**config.mk**
```make
export PLATFORM = sky130hd
export DESIGN_NAME = instr_encode_loader
export DESIGN_NICKNAME = d
export VERILOG_FILES = /design/src/rtl/instr_encode_loader.sv
export SDC_FILE = /design/constraint.sdc
export NUM_CORES = 1
export LEC_CHECK = 0
export CORE_MARGIN = 2
export CORE_UTILIZATION = 38
export DETAILED_ROUTE_END_ITERATION = 6
export GPL_ROUTABILITY_DRIVEN = 1
export GPL_TIMING_DRIVEN = 0
export PLACE_DENSITY_LB_ADDON = 0.12
export REMOVE_ABC_BUFFERS = 1
export SETUP_SLACK_MARGIN = 0.1
export SYNTH_ARGS = -nofsm -noshare
export SYNTH_HDL_FRONTEND = slang
export SYNTH_SLANG_ARGS = --single-unit
```
**constraint.sdc**
```tcl
create_clock -name clk -period 2.1 [get_ports clk]
set_input_delay 0.42 -clock clk [delete_from_list [all_inputs] [get_ports clk]]
set_output_delay 0.42 -clock clk [all_outputs]
set_load 0.01 [all_outputs]
```
**src/rtl/instr_encode_loader.sv**
```systemverilog
// Packs addi (I-type) / bne (B-type) requests into RV32I words and writes them
// sequentially into instruction memory, one request per valid/ready handshake.
module instr_encode_loader #(
  parameter int unsigned ADDR_WIDTH = 8,
  parameter int unsigned BASE_ADDR  = 0
) (
  input  logic                  clk,
  input  logic                  rst,
  input  logic                  in_valid,
  output logic                  in_ready,
  input  logic                  fmt,
  input  logic [4:0]            rd,
  input  logic [4:0]            rs1,
  input  logic [4:0]            rs2,
  input  logic [31:0]           imm,
  output logic                  wr_en,
  output logic [ADDR_WIDTH-1:0] wr_addr,
  output logic [31:0]           wr_data,
  output logic                  err,
  output logic                  full
);

  localparam logic [ADDR_WIDTH-1:0] BASE      = ADDR_WIDTH'(BASE_ADDR);
  localparam logic [ADDR_WIDTH-1:0] LAST_ADDR = {{(ADDR_WIDTH-2){1'b1}}, 2'b00};
  localparam logic [ADDR_WIDTH-1:0] STEP      = ADDR_WIDTH'(4);

  typedef enum logic [1:0] {S_IDLE, S_WRITE, S_FULL} state_t;

  state_t                state;
  logic [ADDR_WIDTH-1:0] ptr;
  logic [31:0]           enc_word;
  logic                  legal;

  // Encode the presented request and range-check its immediate.
  always_comb begin
    enc_word = '0;
    legal    = 1'b0;
    if (fmt) begin
      enc_word = {imm[12], imm[10:5], rs2, rs1, 3'b001, imm[4:1], imm[11], 7'b1100011};
      legal    = ((imm[31:12] == '0) || (imm[31:12] == '1)) && !imm[0];
    end else begin
      enc_word = {imm[11:0], rs1, 3'b000, rd, 7'b0010011};
      legal    = (imm[31:11] == '0) || (imm[31:11] == '1);
    end
  end

  // ptr is the next free word; wr_addr keeps the last written address.
  always_ff @(posedge clk) begin
    if (rst) begin
      state    <= S_IDLE;
      in_ready <= 1'b0;
      wr_en    <= 1'b0;
      wr_addr  <= BASE;
      wr_data  <= '0;
      err      <= 1'b0;
      full     <= 1'b0;
      ptr      <= BASE;
    end else begin
      wr_en <= 1'b0;
      err   <= 1'b0;
      case (state)
        S_IDLE: begin
          in_ready <= 1'b1;
          if (in_valid && in_ready) begin
            if (legal) begin
              wr_en    <= 1'b1;
              wr_addr  <= ptr;
              wr_data  <= enc_word;
              in_ready <= 1'b0;
              state    <= S_WRITE;
            end else begin
              err <= 1'b1;
            end
          end
        end
        S_WRITE: begin
          if (wr_addr == LAST_ADDR) begin
            full     <= 1'b1;
            in_ready <= 1'b0;
            state    <= S_FULL;
          end else begin
            ptr      <= ptr + STEP;
            in_ready <= 1'b1;
            state    <= S_IDLE;
          end
        end
        S_FULL: begin
          in_ready <= 1'b0;
        end
        default: begin
          in_ready <= 1'b0;
          state    <= S_IDLE;
        end
      endcase
    end
  end

endmodule

```
Word-level counts from Yosys, hierarchy flattened
Index checks and enable logic that the tools add are counted.
- flip-flop bits (word level): 54
- bits of input ports: 51
- output and inout port bits: 44
- logic and storage cells: 44
- $add $sub $neg: 1
- equal/unequal tests: 7
- muxes and demuxes: 11
- bitwise gates (word level): 4
- reduce and logical (&&, ||, !) cells: 13
- operators with widths (kind ; number):
    $mux 32 ; 1
    $eq 21x21->1 const B ; 1
    $logic_not 21->1 ; 1
    $eq 20x20->1 const B ; 1
    $logic_not 20->1 ; 1
    $add 8x3->8 const B ; 1
    $eq 8x8->1 const B ; 1
    $mux 2 ; 3
    $pmux 2 s3 ; 1
    $reduce_and 3->1 ; 2
    $mux 1 ; 5
    $ne 2x2->1 const B ; 2
    $not 1->1 ; 4
    $reduce_and 2->1 ; 2
    $reduce_or 3->1 ; 1
    $eq 2x1->1 const B ; 1
    $eq 2x2->1 const B ; 1
    $logic_and 1x1->1 ; 2
    $logic_not 2->1 ; 1
    $logic_or 1x1->1 ; 2
    $pmux 1 s2 ; 1
    $logic_not 1->1 ; 1

Logic depth before layout (Yosys ltp)
Gate-level depths: netlist (run 1).
- word-level depth: 7
- depth in mapped cells: 6
- gate-level depth less buffers: 5

Worst setup path after synthesis (run 1)
No wires, ideal clock.
- path kind: input to register
- start: input imm[12]
- end: register wr_data[4]
- library setup time: 0.123 ns
- arrival time: 2.088 ns
- required time: 1.977 ns
- path slack: -0.112 ns
- stages on the path: 6
- path buffers: 1
- cell sequence: or4_1 -> nor3_1 -> a21oi_1 -> a211oi_4 -> buf_6 -> mux2_1
- longest elaborated chain between the ends: 5
- elaborated cells between the ends (all ways): 9
- those cells by class: eq/ne (2); mux (1); reduce/logical (6)
- RTL lines (element ; RTL line ; text):
    start: declaration ; 15 ; input logic [31:0] imm,
    $eq 20x20->1 / $logic_not 20->1 (equally long branches) ; 40 ; legal = ((imm[31:12] == '0) || (imm[31:12] == '1)) && !imm[0];
    $logic_or 1x1->1 ; 40 ;
    $logic_and 1x1->1 ; 40 ;
    $mux 1 * ; 38 ; if (fmt) begin
    $reduce_and 3->1 (no line) * ; -- ;
    end signal: assignment ; 68 ; wr_data <= enc_word;
    end: declaration ; 18 ; output logic [31:0] wr_data,
Mark *: on every way between the ends. The rest lies on a longest branch, timed or not.
A chain may end at the register's enable or synchronous reset.

Worst setup path after layout (run 1)
- start: input imm[21]
- end: register wr_data[4]
The elaborated chain is that of the path after synthesis.

==> flow_summary.ini, run 1 <==
[synth]
synthCells = 226
ys_seq_elements = 43
synth_edf_count = 0
synth.distinct_cells = 31
syn_area_per_cell_um2 = 9.48
syn-cell-area_mm2 = 0.00214
ys_seq_area_share_pct = 40.2
synth_ff_type = sky130_fd_sc_hd__dfxtp_1
ys_async_sr_fraction_pct = 0
synth_warnings = 0

[drt]
met3WireLength_um = 281
routed_wl_mm = 4.79
route.antenna.remaining_nets = 0
drtPass1Iterations = 4
wl_met1_mm = 2.15
met2_routed_wl_mm = 2.32
top_layer = met4
routed_via_density = 4.74
detail_route.wl_per_cell_um = 12.4
routed-via-count = 1835
drc_errors = 0
initialDrtViolationCount = 37

[timing]
timing.max_slew.rel_slack_pct = 65.6
hold_violations = 0
worst_slack_ns = 0.0241
tightest_slew_ns = 0.515
period_minus_slack_ns = 2.08
clk_skew_ns = 0.00318
fmax_mhz = 482
final_setup_violation_count = 0
rsz0062_at_grt = true
holdWs_ns = 0.473
maxSlewViolCount = 0
final.period_utilization_pct = 98.9
setup_tns_ns = 0

[worst_setup_path]
critPathCaptureType = register
critical_path_required_time_ns = 2.27
wp_data_arrival_ns = 2.24
path_class = input port to register
cp_startpoint_kind = input port
path_max_fanout = 7

[cts]
maximum_clock_path_buffer_count = 2
ctsRootBufferMaster = sky130_fd_sc_hd__clkbuf_8
cts_hold_repair.buffers = 0
path_clk_slew_ns = 0.07
tritoncts.num_buffers = 5
clock_insertion_delay_worst_skew_ns = 0.28
ctsHtreeMaxLevel = 2
cts_tree = done
clock_sink_count = 43

[cells_and_area]
insertedDiodeCount = 0
final_nets = 368
postLayoutCoreUtil_pct = 60.3
final_area_mm2 = 0.00330
fillerInstances = 502
areaGrowthSynthToFinish_pct = 54.0
proportion_of_layout_cells_with_a_drive_suffix_above_1_pct = 17.1
stdcell_count = 387

[global_route]
via_count_of_the_first_global_routing_pass = 1789
maximum_number_of_pins_on_one_net_before_global_route_repair = 67
grt-ovfl-total = 0
grt_use_total_pct = 15.7
antenna_found_initial = 0
grt_first_pass_wirelength_mm = 8.01

[floorplanning]
floorplan.initialDensity_pct = 39.1
ioPinCount = 95
die-height_um = 79.1
die_footprint_mm2 = 0.00625
coreArea_mm2 = 0.00547
placement_row_count = 27
floorplan.die.width_um = 79.1

[placed_design]
dp.cells = 372
port_buffers = 88
placed_cell_area_mm2 = 0.00304
place_congestion = 0.753
preCtsSetupSlack_ns = -1.23
detailedPlacementHpwl_mm = 3.35

[worst_hold_path]
holdCritPathClass = register to register

[status]
status = finished clean

[power_and_ir_drop]
ir_drop_mv = 0.338
static-leakage-power_nw = 1.23
finalPower_mw = 1.47
powerDensity_mw_per_mm2 = 445

[job]
max_cap_violation_count = 0
==> flip-flops by register name, indices dropped and copies added (netlist names) <==
register / cells
wr_data: 25
wr_addr: 6
state: 2
wr_en: 1
in_ready: 1
err: 1
ptr: 6
full: 1
==> per-layer routing <==
metal,global-route usage [%],vias to the layer above
met2,27.5,51
met1,19.2,843
li1,-,935
met5,0,-
met3,3.98,6
met4,3.97,0
==> final timing paths <==
kind              slack (ns)          to  depth (start not counted)     start
setup / recovery        0.02  wr_data[4]                          8   imm[21]
hold / removal          0.47        full                          2      full
setup reg to reg        0.57  wr_data[1]                          8  state[1]
hold reg to reg         0.47        full                          2      full
==> where the power goes <==
group          internal [mW]  switching, mW
sequential             0.816       0.000627
combinational          0.107         0.0724
clock                  0.222          0.248
==> layout by cell type, fill, tap and decap left out, drive strengths merged, types with 4 or more instances in the layout <==
cell type / count
a21oi: 5
buf: 18
clkbuf: 9
clkdlybuf4s50: 66
conb: 6
dfxtp: 43
dlygate4sd2: 12
mux2: 12
mux2i: 30
nand2: 5
nand2b: 36
nand4: 8
nor2: 24
nor2b: 14
nor4: 4
xor2: 4
==> critical path: stages <==
cell and delay [ns]:
sky130_fd_sc_hd__buf_6 0.09, sky130_fd_sc_hd__or4_4 0.56, sky130_fd_sc_hd__nor3_4 0.21, sky130_fd_sc_hd__a21oi_4 0.09
sky130_fd_sc_hd__a211oi_4 0.29, sky130_fd_sc_hd__buf_8 0.15, sky130_fd_sc_hd__buf_12 0.12, sky130_fd_sc_hd__mux2_4 0.30
==> cell usage after synthesis, types with 2 or more instances <==
cell type	number	area (µm²)
sky130_fd_sc_hd__buf_1	2	7.51
sky130_fd_sc_hd__buf_6	2	22.5
sky130_fd_sc_hd__nand2_1	5	18.8
sky130_fd_sc_hd__dfxtp_1	43	861
sky130_fd_sc_hd__mux2_1	11	124
sky130_fd_sc_hd__nor4b_1	2	17.5
sky130_fd_sc_hd__clkbuf_1	8	30.0
sky130_fd_sc_hd__nand4_1	8	50.1
sky130_fd_sc_hd__nor4_1	4	25.0
sky130_fd_sc_hd__and3_1	2	12.5
sky130_fd_sc_hd__xor2_1	4	35.0
sky130_fd_sc_hd__nand2b_1	36	225
sky130_fd_sc_hd__or4_1	2	15.0
sky130_fd_sc_hd__a21oi_1	5	25.0
sky130_fd_sc_hd__buf_4	10	75.1
sky130_fd_sc_hd__nor2b_1	14	87.6
sky130_fd_sc_hd__mux2i_1	30	300
sky130_fd_sc_hd__nor3_1	2	10.0
sky130_fd_sc_hd__nor2_1	24	90.1
==> cell families after synthesis <==
family                   share of synthesized area (%)
AND/OR/NAND/NOR                                   26.3
XOR/XNOR                                          2.04
adder cells (fa/ha/maj)                          0.584
other                                            0.175
AO/OA/AOI/OAI                                     4.09
buffers and inverters                             6.31
flip-flops                                        40.2
multiplexers                                      20.3
==> final cells by class <==
type                            instances  area, µm²  share of cell area [%]
Timing Repair Buffer                  100        986                    29.9
Clock buffer                            6       72.6                    2.20
Sequential cell                        43        861                    26.1
Tap cell                               72       90.1                    2.73
Multi-Input combinational cell        166       1290                    39.1
==> what timing repair did <==
action | 4_1_cts | 5_1_grt
pin swaps | 13 | 4
resized for setup | 64 | 17
cloned | 0 | 0
setup buffers | 6 | 3
setup endpoints to repair | 35 | 26
Power figures use the tool's default switching activity.
==> run 2, diff against run 1 <==
- CORE_MARGIN: 2 -> 1
- RECOVER_POWER: default -> 50
==> run 2 against run 1 <==
  * The flow now finishes with violations (setup timing)
  * Worst hold slack worse by 0.012 ns
  * Clock power rose by 21%
  * Global-route usage up 1.6 points
  * Combinational power shrank 2%
  * Power grew 6.5%
  * Fmax shrank 2.5%
  * Utilization rose by 2.8 points
  * Die area is 5.0% lower
  * Routed wire length up 7.3%
  * Via count grew 1.7%
  * Sequential share of layout area down 0.21 points
  * Worst setup slack worse by 0.054 ns
  * Largest cell class unchanged
  * Highest routed layer unchanged
==> flow_summary.ini, run 2 (synthesis gave the netlist of run 1 again) <==
[worst_setup_path]
critPathCaptureType = register
wp_data_arrival_ns = 2.31
path_max_fanout = 5
regToRegStartpoint = in_ready
path_class = input port to register
cp_startpoint_kind = input port
critical_path_required_time_ns = 2.28
worst-r2r-setup-slack_ns = 0.38
number_of_cells_on_the_worst_reg_to_reg_path = 8
reg2reg_to = wr_data[11]

[global_route]
grt-ovfl-total = 0
grt_use_total_pct = 17.3
maximum_number_of_pins_on_one_net_before_global_route_repair = 39
grt_first_pass_wirelength_mm = 8.30
antenna_found_initial = 0
via_count_of_the_first_global_routing_pass = 1788

[drt]
route.antenna.remaining_nets = 0
routed_wl_mm = 5.14
routed-via-count = 1866
initialDrtViolationCount = 54
routed_via_density = 4.77
drtPass1Iterations = 4
detail_route.wl_per_cell_um = 13.2
drc_errors = 0

[timing]
final.period_utilization_pct = 101
rsz0062_at_grt = true
maxSlewViolCount = 0
final_setup_violation_count = 6
timing.max_slew.rel_slack_pct = 57.4
clk_skew_ns = 0.00505
fmax_mhz = 469
setup_tns_ns = -0.150
tightest_slew_ns = 0.639
worst_slack_ns = -0.0300
hold_violations = 0
period_minus_slack_ns = 2.13

[status]
violations = setup timing
status = complete, but fails checks

[cts]
clock_sink_count = 43
path_clk_slew_ns = 0.08
maximum_clock_path_buffer_count = 2
ctsHtreeMaxLevel = 2
cts_hold_repair.buffers = 0
ctsRootBufferMaster = sky130_fd_sc_hd__clkbuf_8
clock_insertion_delay_worst_skew_ns = 0.29
tritoncts.num_buffers = 5
cts_tree = done

[cells_and_area]
biggest_regs = wr_data x25, ptr x6, wr_addr x6
final_area_mm2 = 0.00332
layout.cells.most_common_list = sky130_fd_sc_hd__dfxtp_1 (43), sky130_fd_sc_hd__clkdlybuf4s50_1 (39), sky130_fd_sc_hd__nand2b_1 (36)
final_nets = 372
most_common_cell_after_layout_fill_and_taps_aside = sky130_fd_sc_hd__dfxtp_1
insertedDiodeCount = 0
stdcell_count = 391
max_flop_register = wr_data
largest_register_ffs = 25
areaGrowthSynthToFinish_pct = 55.2
proportion_of_layout_cells_with_a_drive_suffix_above_1_pct = 16.5

[placed_design]
dp.cells = 370
preCtsSetupSlack_ns = -1.27
place_congestion = 0.746
port_buffers = 88
detailedPlacementHpwl_mm = 3.45
placed_cell_area_mm2 = 0.00306

[floorplanning]
placement_row_count = 26
coreArea_mm2 = 0.00527
die_footprint_mm2 = 0.00594
die-height_um = 77.1
floorplan.initialDensity_pct = 40.6
floorplan.die.width_um = 77.1
ioPinCount = 95

[power_and_ir_drop]
powerDensity_mw_per_mm2 = 470
ir_drop_mv = 0.369
static-leakage-power_nw = 1.35

[worst_hold_path]
holdCritPathClass = register to register
hold_end = full
min_delay_path_depth = 2
holdCritStartpoint = full

[job]
max_cap_violation_count = 0
[run 2: worst max path at each step]
stage / startpoint / to / slack, ns / cells past startpoint
floorplan: imm[12] / wr_data[7] / -0.82 / 5
CTS: imm[18] / wr_data[8] / -0.06 / 9
global placement: imm[12] / wr_data[7] / -1.81 / 6
detailed placement: imm[12] / wr_data[24] / -1.27 / 8
global route: imm[15] / wr_data[9] / -0.07 / 9
finish: imm[15] / wr_data[11] / -0.03 / 9
[run 2: repair_timing]
action	CTS	global route
gates cloned	1	0
buffers inserted	9	4
gates resized for setup	63	8
pin swaps	13	2
endpoints found under the setup margin	35	23
[run 2: worst max-delay path, stage by stage]
cell,delay (ns)
sky130_fd_sc_hd__buf_6,0.09
sky130_fd_sc_hd__or4_4,0.55
sky130_fd_sc_hd__nor3_4,0.18
sky130_fd_sc_hd__a21oi_2,0.10
sky130_fd_sc_hd__a211oi_4,0.27
sky130_fd_sc_hd__clkbuf_16,0.20
sky130_fd_sc_hd__buf_12,0.10
sky130_fd_sc_hd__buf_12,0.11
sky130_fd_sc_hd__mux2_4,0.30
[run 2: per-stage QoR]
| stage | hold WS, ns | power, mW | util (%) |
|---|---|---|---|
| after floorplan | 0.463 | 0.887 | - |
| after global placement | 0.455 | 1.02 | 56.8 |
| after detailed placement | 0.455 | 1.02 | 58.0 |
| after CTS | 0.475 | 1.59 | 63.3 |
| after global routing | 0.500 | 1.64 | 63.1 |
| final | 0.461 | 1.56 | 63.1 |
[run 2: report_power, final]
part	switching, mW	leakage [nW]	internal, mW
clock	0.269	0.0515	0.300
combinational	0.0731	0.956	0.103
sequential	0.000713	0.347	0.816
total	0.343	1.35	1.22
[run 2: metal layers]
metal  global-route usage, %  part of all wire, %
met1                    20.8                   46
met2                    30.1                   48
met3                    3.69                  4.6
met4                    6.60                  1.7
met5                       0                    0
[run 2: layout make-up]
class / count / area (µm²)
clock buffer: 8 / 100
timing repair buffer: 104 / 1030
tap: 70 / 87.6
fill: 475 / 1950
sequential: 43 / 861
multi-input combinational: 166 / 1240
